==> src/rtl/lcd_refresh_sched.sv <==
// lcd_refresh_sched: per-frame FIFO prefill, vsync pulse and FIFO-throttled burst fetch from framebuffer memory.
// Double buffering is compiled in when LCD_SCHED_DBUF_EN is defined.
`default_nettype none

module lcd_refresh_sched #(
  parameter int unsigned FB_BASE0      = 32'h0000,
  parameter int unsigned FB_BASE1      = 32'h4B00,
  parameter int          ADDR_W        = 16,
  parameter int unsigned TOTAL_WORDS   = 19200,
  parameter int unsigned BURST         = 8,
  parameter int unsigned PREFILL_WORDS = 64,
  parameter int unsigned FIFO_DEPTH    = 128,
  parameter int          LVL_W         = 8
) (
  input  logic              clk,
  input  logic              rst,
  input  logic              frame_start,
  output logic              mem_req,
  output logic [ADDR_W-1:0] mem_addr,
  input  logic              mem_gnt,
  input  logic              mem_rvalid,
  input  logic [47:0]       mem_rdata,
  output logic              fifo_we,
  output logic [47:0]       fifo_wdata,
  input  logic [LVL_W-1:0]  fifo_level,
  output logic              vsync_out,
  input  logic              buf_swap_req,
  output logic              swap_ack,
  output logic              buf_sel,
  output logic              busy,
  output logic              frame_skip
);

  localparam int WC_W = $clog2(TOTAL_WORDS + 1);
  localparam int BC_W = $clog2(BURST + 1);

  localparam logic [WC_W-1:0]   TOTAL_C    = WC_W'(TOTAL_WORDS);
  localparam logic [WC_W-1:0]   PREFILL_C  = WC_W'(PREFILL_WORDS);
  localparam logic [BC_W-1:0]   BURST_LAST = BC_W'(BURST - 1);
  localparam logic [ADDR_W-1:0] BASE0_C    = ADDR_W'(FB_BASE0);
  localparam logic [ADDR_W-1:0] BASE1_C    = ADDR_W'(FB_BASE1);
  // One extra slot of headroom absorbs the write still in the output register.
  localparam int unsigned       SPACE_MAX  = FIFO_DEPTH - BURST - 1;

  typedef enum logic [1:0] {
    IDLE = 2'd0,
    REQ  = 2'd1,
    DATA = 2'd2,
    DONE = 2'd3
  } state_t;

  state_t            state, state_nxt;
  logic [ADDR_W-1:0] addr, addr_nxt;
  logic [WC_W-1:0]   word_cnt, word_nxt;
  logic [BC_W-1:0]   beat_cnt, beat_nxt;
  logic              vs_done, vs_done_nxt;
  logic              busy_nxt;
  logic              req_nxt;
  logic [ADDR_W-1:0] maddr_nxt;
  logic              we_nxt;
  logic [47:0]       wdata_nxt;
  logic              vsync_nxt;
  logic              skip_nxt;
  logic              start_frame;
  logic              has_space;
  logic              buf_sel_nxt;

  assign start_frame = (state == IDLE) && frame_start;
  assign has_space   = (32'(fifo_level) <= SPACE_MAX);

`ifdef LCD_SCHED_DBUF_EN
  logic pending, pending_nxt, swap_ack_nxt;

  // A request arriving together with the applied frame_start takes effect on that frame.
  always_comb begin
    pending_nxt  = pending | buf_swap_req;
    buf_sel_nxt  = buf_sel;
    swap_ack_nxt = 1'b0;
    if (start_frame && (pending || buf_swap_req)) begin
      buf_sel_nxt  = ~buf_sel;
      swap_ack_nxt = 1'b1;
      pending_nxt  = 1'b0;
    end
  end

  always_ff @(posedge clk or negedge rst) begin
    if (!rst) begin
      pending  <= 1'b0;
      buf_sel  <= 1'b0;
      swap_ack <= 1'b0;
    end else begin
      pending  <= pending_nxt;
      buf_sel  <= buf_sel_nxt;
      swap_ack <= swap_ack_nxt;
    end
  end
`else
  logic unused_swap_req;

  assign unused_swap_req = buf_swap_req;
  assign buf_sel_nxt     = 1'b0;
  assign buf_sel         = 1'b0;
  assign swap_ack        = 1'b0;
`endif

  always_comb begin
    state_nxt   = state;
    addr_nxt    = addr;
    word_nxt    = word_cnt;
    beat_nxt    = beat_cnt;
    vs_done_nxt = vs_done;
    busy_nxt    = busy;
    req_nxt     = mem_req;
    maddr_nxt   = mem_addr;
    we_nxt      = 1'b0;
    wdata_nxt   = fifo_wdata;
    vsync_nxt   = 1'b0;
    skip_nxt    = frame_start && (state != IDLE);

    case (state)
      IDLE: begin
        if (frame_start) begin
          addr_nxt    = buf_sel_nxt ? BASE1_C : BASE0_C;
          word_nxt    = '0;
          beat_nxt    = '0;
          vs_done_nxt = 1'b0;
          busy_nxt    = 1'b1;
          state_nxt   = REQ;
        end
      end
      REQ: begin
        if (mem_req) begin
          if (mem_gnt) begin
            req_nxt   = 1'b0;
            state_nxt = DATA;
          end
        end else if (has_space) begin
          req_nxt   = 1'b1;
          maddr_nxt = addr;
        end
      end
      DATA: begin
        if (mem_rvalid) begin
          we_nxt    = 1'b1;
          wdata_nxt = mem_rdata;
          addr_nxt  = addr + ADDR_W'(1);
          word_nxt  = word_cnt + WC_W'(1);
          if (beat_cnt == BURST_LAST) begin
            beat_nxt  = '0;
            state_nxt = (word_nxt == TOTAL_C) ? DONE : REQ;
          end else begin
            beat_nxt  = beat_cnt + BC_W'(1);
          end
        end
      end
      DONE: begin
        busy_nxt  = 1'b0;
        state_nxt = IDLE;
      end
      default: state_nxt = IDLE;
    endcase

    // word_cnt reaches the prefill count on the same edge its FIFO write is registered.
    if ((state != IDLE) && !vs_done && (word_cnt == PREFILL_C)) begin
      vsync_nxt   = 1'b1;
      vs_done_nxt = 1'b1;
    end
  end

  always_ff @(posedge clk or negedge rst) begin
    if (!rst) begin
      state      <= IDLE;
      addr       <= '0;
      word_cnt   <= '0;
      beat_cnt   <= '0;
      vs_done    <= 1'b0;
      busy       <= 1'b0;
      mem_req    <= 1'b0;
      mem_addr   <= '0;
      fifo_we    <= 1'b0;
      fifo_wdata <= '0;
      vsync_out  <= 1'b0;
      frame_skip <= 1'b0;
    end else begin
      state      <= state_nxt;
      addr       <= addr_nxt;
      word_cnt   <= word_nxt;
      beat_cnt   <= beat_nxt;
      vs_done    <= vs_done_nxt;
      busy       <= busy_nxt;
      mem_req    <= req_nxt;
      mem_addr   <= maddr_nxt;
      fifo_we    <= we_nxt;
      fifo_wdata <= wdata_nxt;
      vsync_out  <= vsync_nxt;
      frame_skip <= skip_nxt;
    end
  end

endmodule

`default_nettype wire
==> config.mk <==
export PLATFORM = sky130hd
export DESIGN_NAME = lcd_refresh_sched
export DESIGN_NICKNAME = d
export VERILOG_FILES = /design/src/rtl/lcd_refresh_sched.sv
export SDC_FILE = /design/constraint.sdc
export NUM_CORES = 1
export LEC_CHECK = 0
export ABC_AREA = 0
export CORE_MARGIN = 3
export CORE_UTILIZATION = 35
export DETAILED_ROUTE_END_ITERATION = 8
export PLACE_DENSITY_LB_ADDON = 0.3
export SLEW_MARGIN = 20
export SYNTH_ARGS = -nofsm -noshare
export SYNTH_HDL_FRONTEND = slang
export SYNTH_SLANG_ARGS = --single-unit
==> constraint.sdc <==
create_clock -name clk -period 1.9 [get_ports clk]
set_input_delay 0.285 -clock clk [delete_from_list [all_inputs] [get_ports clk]]
set_output_delay 0.285 -clock clk [all_outputs]
set_load 0.02 [all_outputs]
### Word-level counts from Yosys, hierarchy flattened

Cells that the tools add are included.

| storage, ports and cells | value |
|---|---|
| logic and storage cells | 72 |
| bits in registers | 107 |

| cells by class | value |
|---|---|
| add/subtract/negate cells | 3 |
| order comparisons | 1 |
| reduce and logical (&&, ||, !) cells | 16 |
| bitwise logic cells | 1 |
| equal/unequal tests | 11 |
| muxes and demuxes | 28 |

Operators by type and width:

| cell | count |
|---|---|
| two-way mux 16 bit | 2 |
| case mux 16 bit (2 select lines) | 1 |
| two-way mux 15 bit | 2 |
| case mux 15 bit (2 select lines) | 1 |
| adder 16 x 1 -> 16 bit, second input constant | 1 |
| adder 15 x 1 -> 15 bit, second input constant | 1 |
| equality test 15 bit, second input constant | 1 |
| equality test 15 x 7 -> 1 bit, second input constant | 1 |
| two-way mux 2 bit | 6 |
| two-way mux 4 bit | 3 |
| two-way mux 1 bit | 10 |
| inequality test 2 bit, second input constant | 5 |
| nonzero test 2 bit | 5 |
| <= comparator 8 x 7 -> 1 bit, second input constant | 1 |
| case mux 2 bit (4 select lines) | 1 |
| case mux 4 bit (2 select lines) | 1 |
| AND reduction 2 bit | 3 |
| AND reduction 3 bit | 2 |
| AND reduction 5 bit | 1 |
| adder 4 x 1 -> 4 bit, second input constant | 1 |
| equality test 2 bit, second input constant | 2 |
| equality test 4 x 3 -> 1 bit, second input constant | 1 |
| logical AND 1 bit | 3 |
| equality test 2 x 1 -> 1 bit, second input constant | 1 |
| other kinds (4) | 4 |

### Depth between registers and ports, before layout

| depth | value |
|---|---|
| word-level depth | 6 |
| depth in mapped cells | 7 |
| gate-level depth less buffers | 6 |

### Worst setup path before layout

OpenSTA, ideal clock, no wires.

| timing path | value |
|---|---|
| path kind | register to register |
| start point | reg state[1] |
| end point | reg addr[11] |
| slack | 0.075 ns |
| arrival | 1.695 ns |
| period minus slack after synthesis | 1.825 ns |
| setup time | 0.129 ns |
| data required time | 1.771 ns |
| cell stages (with the launch flop) | 7 |
| path buffers | 1 |
| cell sequence | dfrtp_1 buf_6 or3b_4 a2111oi_4 nand3_2 xor2_1 nor2_2 |

| on the way | value |
|---|---|
| cells in the longest elaborated chain, start to end | 3 |
| elaborated cells between the ends (all ways) | 7 |
| those cells by class | 3 x eq/ne; 1 x mux; 3 x reduce/logical |

RTL lines:

| item | RTL line | text |
|---|---|---|
| start: declaration | 52 | `state_t state, state_nxt;` |
| start signal: assignment | 185 | `state <= state_nxt;` |
| equality test 2 bit / zero test 2 bit (equally long branches) | 120 | `case (state)` |
| inequality test 2 bit (no line) / nonzero test 2 bit (equally long branches) | - |  |
| AND reduction 3 bit (no line) | - |  |
| end signal: assignment | 186 | `addr <= addr_nxt;` |
| end: declaration | 53 | `logic [ADDR_W-1:0] addr, addr_nxt;` |

Parallel ways exist; a longest one is shown, timed or not.
A chain may end at the register's enable or synchronous reset.

### Worst setup path after layout

| timing path | value |
|---|---|
| start point | reg state[0] |
| end point | reg addr[13] |

Same word-level chain as after synthesis.

==> results_dict.tcl <==
set metrics [dict create \
    grt_pass1_wl_um 19400 \
    diodes 0 \
    drt_iter0_drc 178 \
    place_inst 808 \
    area_growth_pct 40.5 \
    antenna_left 0 \
    rr_worst_depth 5 \
    synth-seq-area-share 0.559 \
    critPathMaxFanout 5 \
    finalSetupTns_ns 0 \
    synth_top_area_share 0.559 \
    end_kind "flop" \
    slowest_delay_ns 0.46 \
    r2r_slack_ns 0.07 \
    synth_cells 510 \
    worstPathCellList "or3b_4, a2111oi_4, nand3_1, xor2_1, nor2_1" \
    grt_pass1_vias 3974 \
    die_h_um 123 \
    synth.distinct_cells 49 \
    io_buffers 126 \
    clkTransAtPathRegs_ns 0.07 \
    num_rows 42 \
    root_buffer "clkbuf_16" \
    grt_usage 0.161 \
    final_cells 825 \
    vias_per_cell 4.83 \
    placed_area_um2 6380 \
    finalInstanceArea_um2 6730 \
    netlist_top_cells_count "176 x nand2_1, 107 x dfrtp_1, 33 x nor2_1, 27 x o21ai_0, 22 x clkbuf_1" \
    fin_skew_ns 0.00732 \
    ys_warn_count 0 \
    detail_route.wl_per_cell_um 14.4 \
    hpwl_um 8490 \
    final_nets 711 \
    drtPass1Iterations 4 \
    antenna_found_initial 0 \
    crit_family "simple AND/OR/NAND/NOR gates" \
    r2r_end "addr[13]" \
    power_leakage_nw 3.09 \
    clock.fmax_ghz 0.548 \
    status "completed" \
    startpoint_type "flop" \
    slew_headroom 0.662 \
    cts.sinks 107 \
    grt_overflow_total 0 \
    setup_viol 0 \
    vias 3987 \
    start_util 0.360 \
    route.detailed.drc 0 \
    cts_buffers 9 \
    ys_seq_elements 107 \
    period_minus_slack_ns 1.83 \
    path_class "flop to flop" \
    async_flop_share 1.00 \
    maxCapViolCount 0 \
    finalCritPeriodShare 0.961 \
    dieArea_um2 15100 \
    die_w_um 123 \
    ir_drop_mv 0.572 \
    cts_max_level 3 \
    avgSynthCellArea_um2 9.40 \
    worst_slew_pin_slew_ns 0.507 \
    synth_ff_type "dfrtp_1" \
    post-cts-setup-buffers 0 \
    netlist_area_um2 4790 \
    core-area_um2 13300 \
    worstPathArrival_ns 2.06 \
    cpMaxStageDelayCell "or3b_4" \
    cp_data_required_time_ns 2.13 \
    yosysMostFrequentCell "nand2_1" \
    clock_latency_ns 0.35 \
    layout-drive-gt1-share 0.106 \
    power.density_nw_per_um2 1230 \
    multiInputGateArea_um2 1980 \
    grt_max_degree 55 \
    cts_tree "done" \
    timing.rr.start "state[0]" \
    ys_top_cells_by_area "dfrtp_1 56%, nand2_1 14%, mux2_2 3.3%" \
    gp_congestion 0.824 \
    slew_violations 0 \
    synth_edf_count 0 \
    fillers 1187 \
    clock_path_buffers 2 \
    seq_area_um2 2680 \
    min_path_type "primary input to async pin" \
    cp_num_buf_inv 0 \
    num_io_pins 133 \
    routed_wirelength_um 11900 \
    synth_largest_area_cell "dfrtp_1" \
    hold_viol_final 0 \
]
-- layer usage --
layer,GRT usage,part of all wire,vias up
li1,-,-,1962
met3,0.0302,0.042,10
met2,0.263,0.51,96
met4,0.0657,0.017,0
met5,0,0,-
met1,0.210,0.43,1919
-- what timing repair did --
item / in CTS / in global routing
setup endpoints to repair: 0 / 7
endpoints found under the hold margin: 33 / 0
gates resized for setup: 0 / 6
hold buffers: 1 / 0
-- worst max path at each step --
stage,start,end,cells after the start
detailed placement,frame_start,addr[13],6
global route,word_cnt[2],word_cnt[11],6
global placement,frame_start,addr[15],7
finish,state[0],addr[13],5
CTS,state[0],addr[13],5
floorplan,state[1],addr[11],6
-- where the power goes --
part           internal, mW  switching [mW]
combinational          1.48            1.70
sequential             2.86           0.359
clock                  1.06           0.841
-- registers in the layout, indices dropped and copies added, names as in the netlist --
signal and count:
addr 16, mem_addr 16, frame_skip 1, vsync_out 1, beat_cnt 4, fifo_we 1
state 2, word_cnt 15, vs_done 1, busy 1, mem_req 1, fifo_wdata 48
-- logic make-up after synthesis --
group                      count (synthesis)  synth area share
xor gates and xnor gates                  14            0.0256
and+or+nand+nor                          263             0.237
AOI/OAI and AO/OA                         67            0.0971
DFF                                      107             0.559
adders and majority gates                  5            0.0131
buffers and inverters                     39            0.0345
muxes                                     14            0.0329
other                                      1          0.000783
-- placed cells by master, fill, tap and decap left out, drive strengths merged, types with 2 or more instances in the layout --
cell type	synthesis	routed
o21ai	29	29
clkbuf	22	10
nor4	5	5
nor2	34	34
ha	5	5
mux2	14	14
xnor2	6	6
o41ai	2	2
o2bb2ai	2	2
o31ai	3	3
nand3b	3	3
nor4b	2	2
nand3	17	17
a31oi	5	5
conb	1	2
a22o	3	3
inv	8	9
buf	9	27
a2111oi	3	3
nand2	176	176
nor3b	2	2
and3	4	4
clkinv	0	2
o2111ai	2	2
dfrtp	107	107
xor2	8	8
nand4	8	8
clkinvlp	0	2
and2	2	2
nor2b	2	2
clkdlybuf4s50	0	125
nor3	3	3
a21oi	13	13
-- area by class of cell --
cell class / instances / area share
clock buffers: 10 / 0.0355
clock inverters: 6 / 0.00948
flip-flops and latches: 107 / 0.398
multi-input cells: 365 / 0.294
well taps: 176 / 0.0327
repair buffers: 153 / 0.226
inverters: 8 / 0.00446
-- through the flow --
step / util / worst slack (ns) / power (mW) / hold slack [ns]
finish: 0.506 / 0.0749 / 8.29 / 0.451
global route: 0.506 / -0.0400 / 8.78 / 0.450
CTS: 0.504 / 0.0623 / 8.40 / 0.442
detailed placement: 0.480 / -0.248 / 6.45 / 0.293
global placement: 0.480 / -0.203 / 6.37 / 0.287
floorplan: - / 0.0753 / 4.82 / -0.0106
No activity file was read; power rests on OpenSTA's default activity.
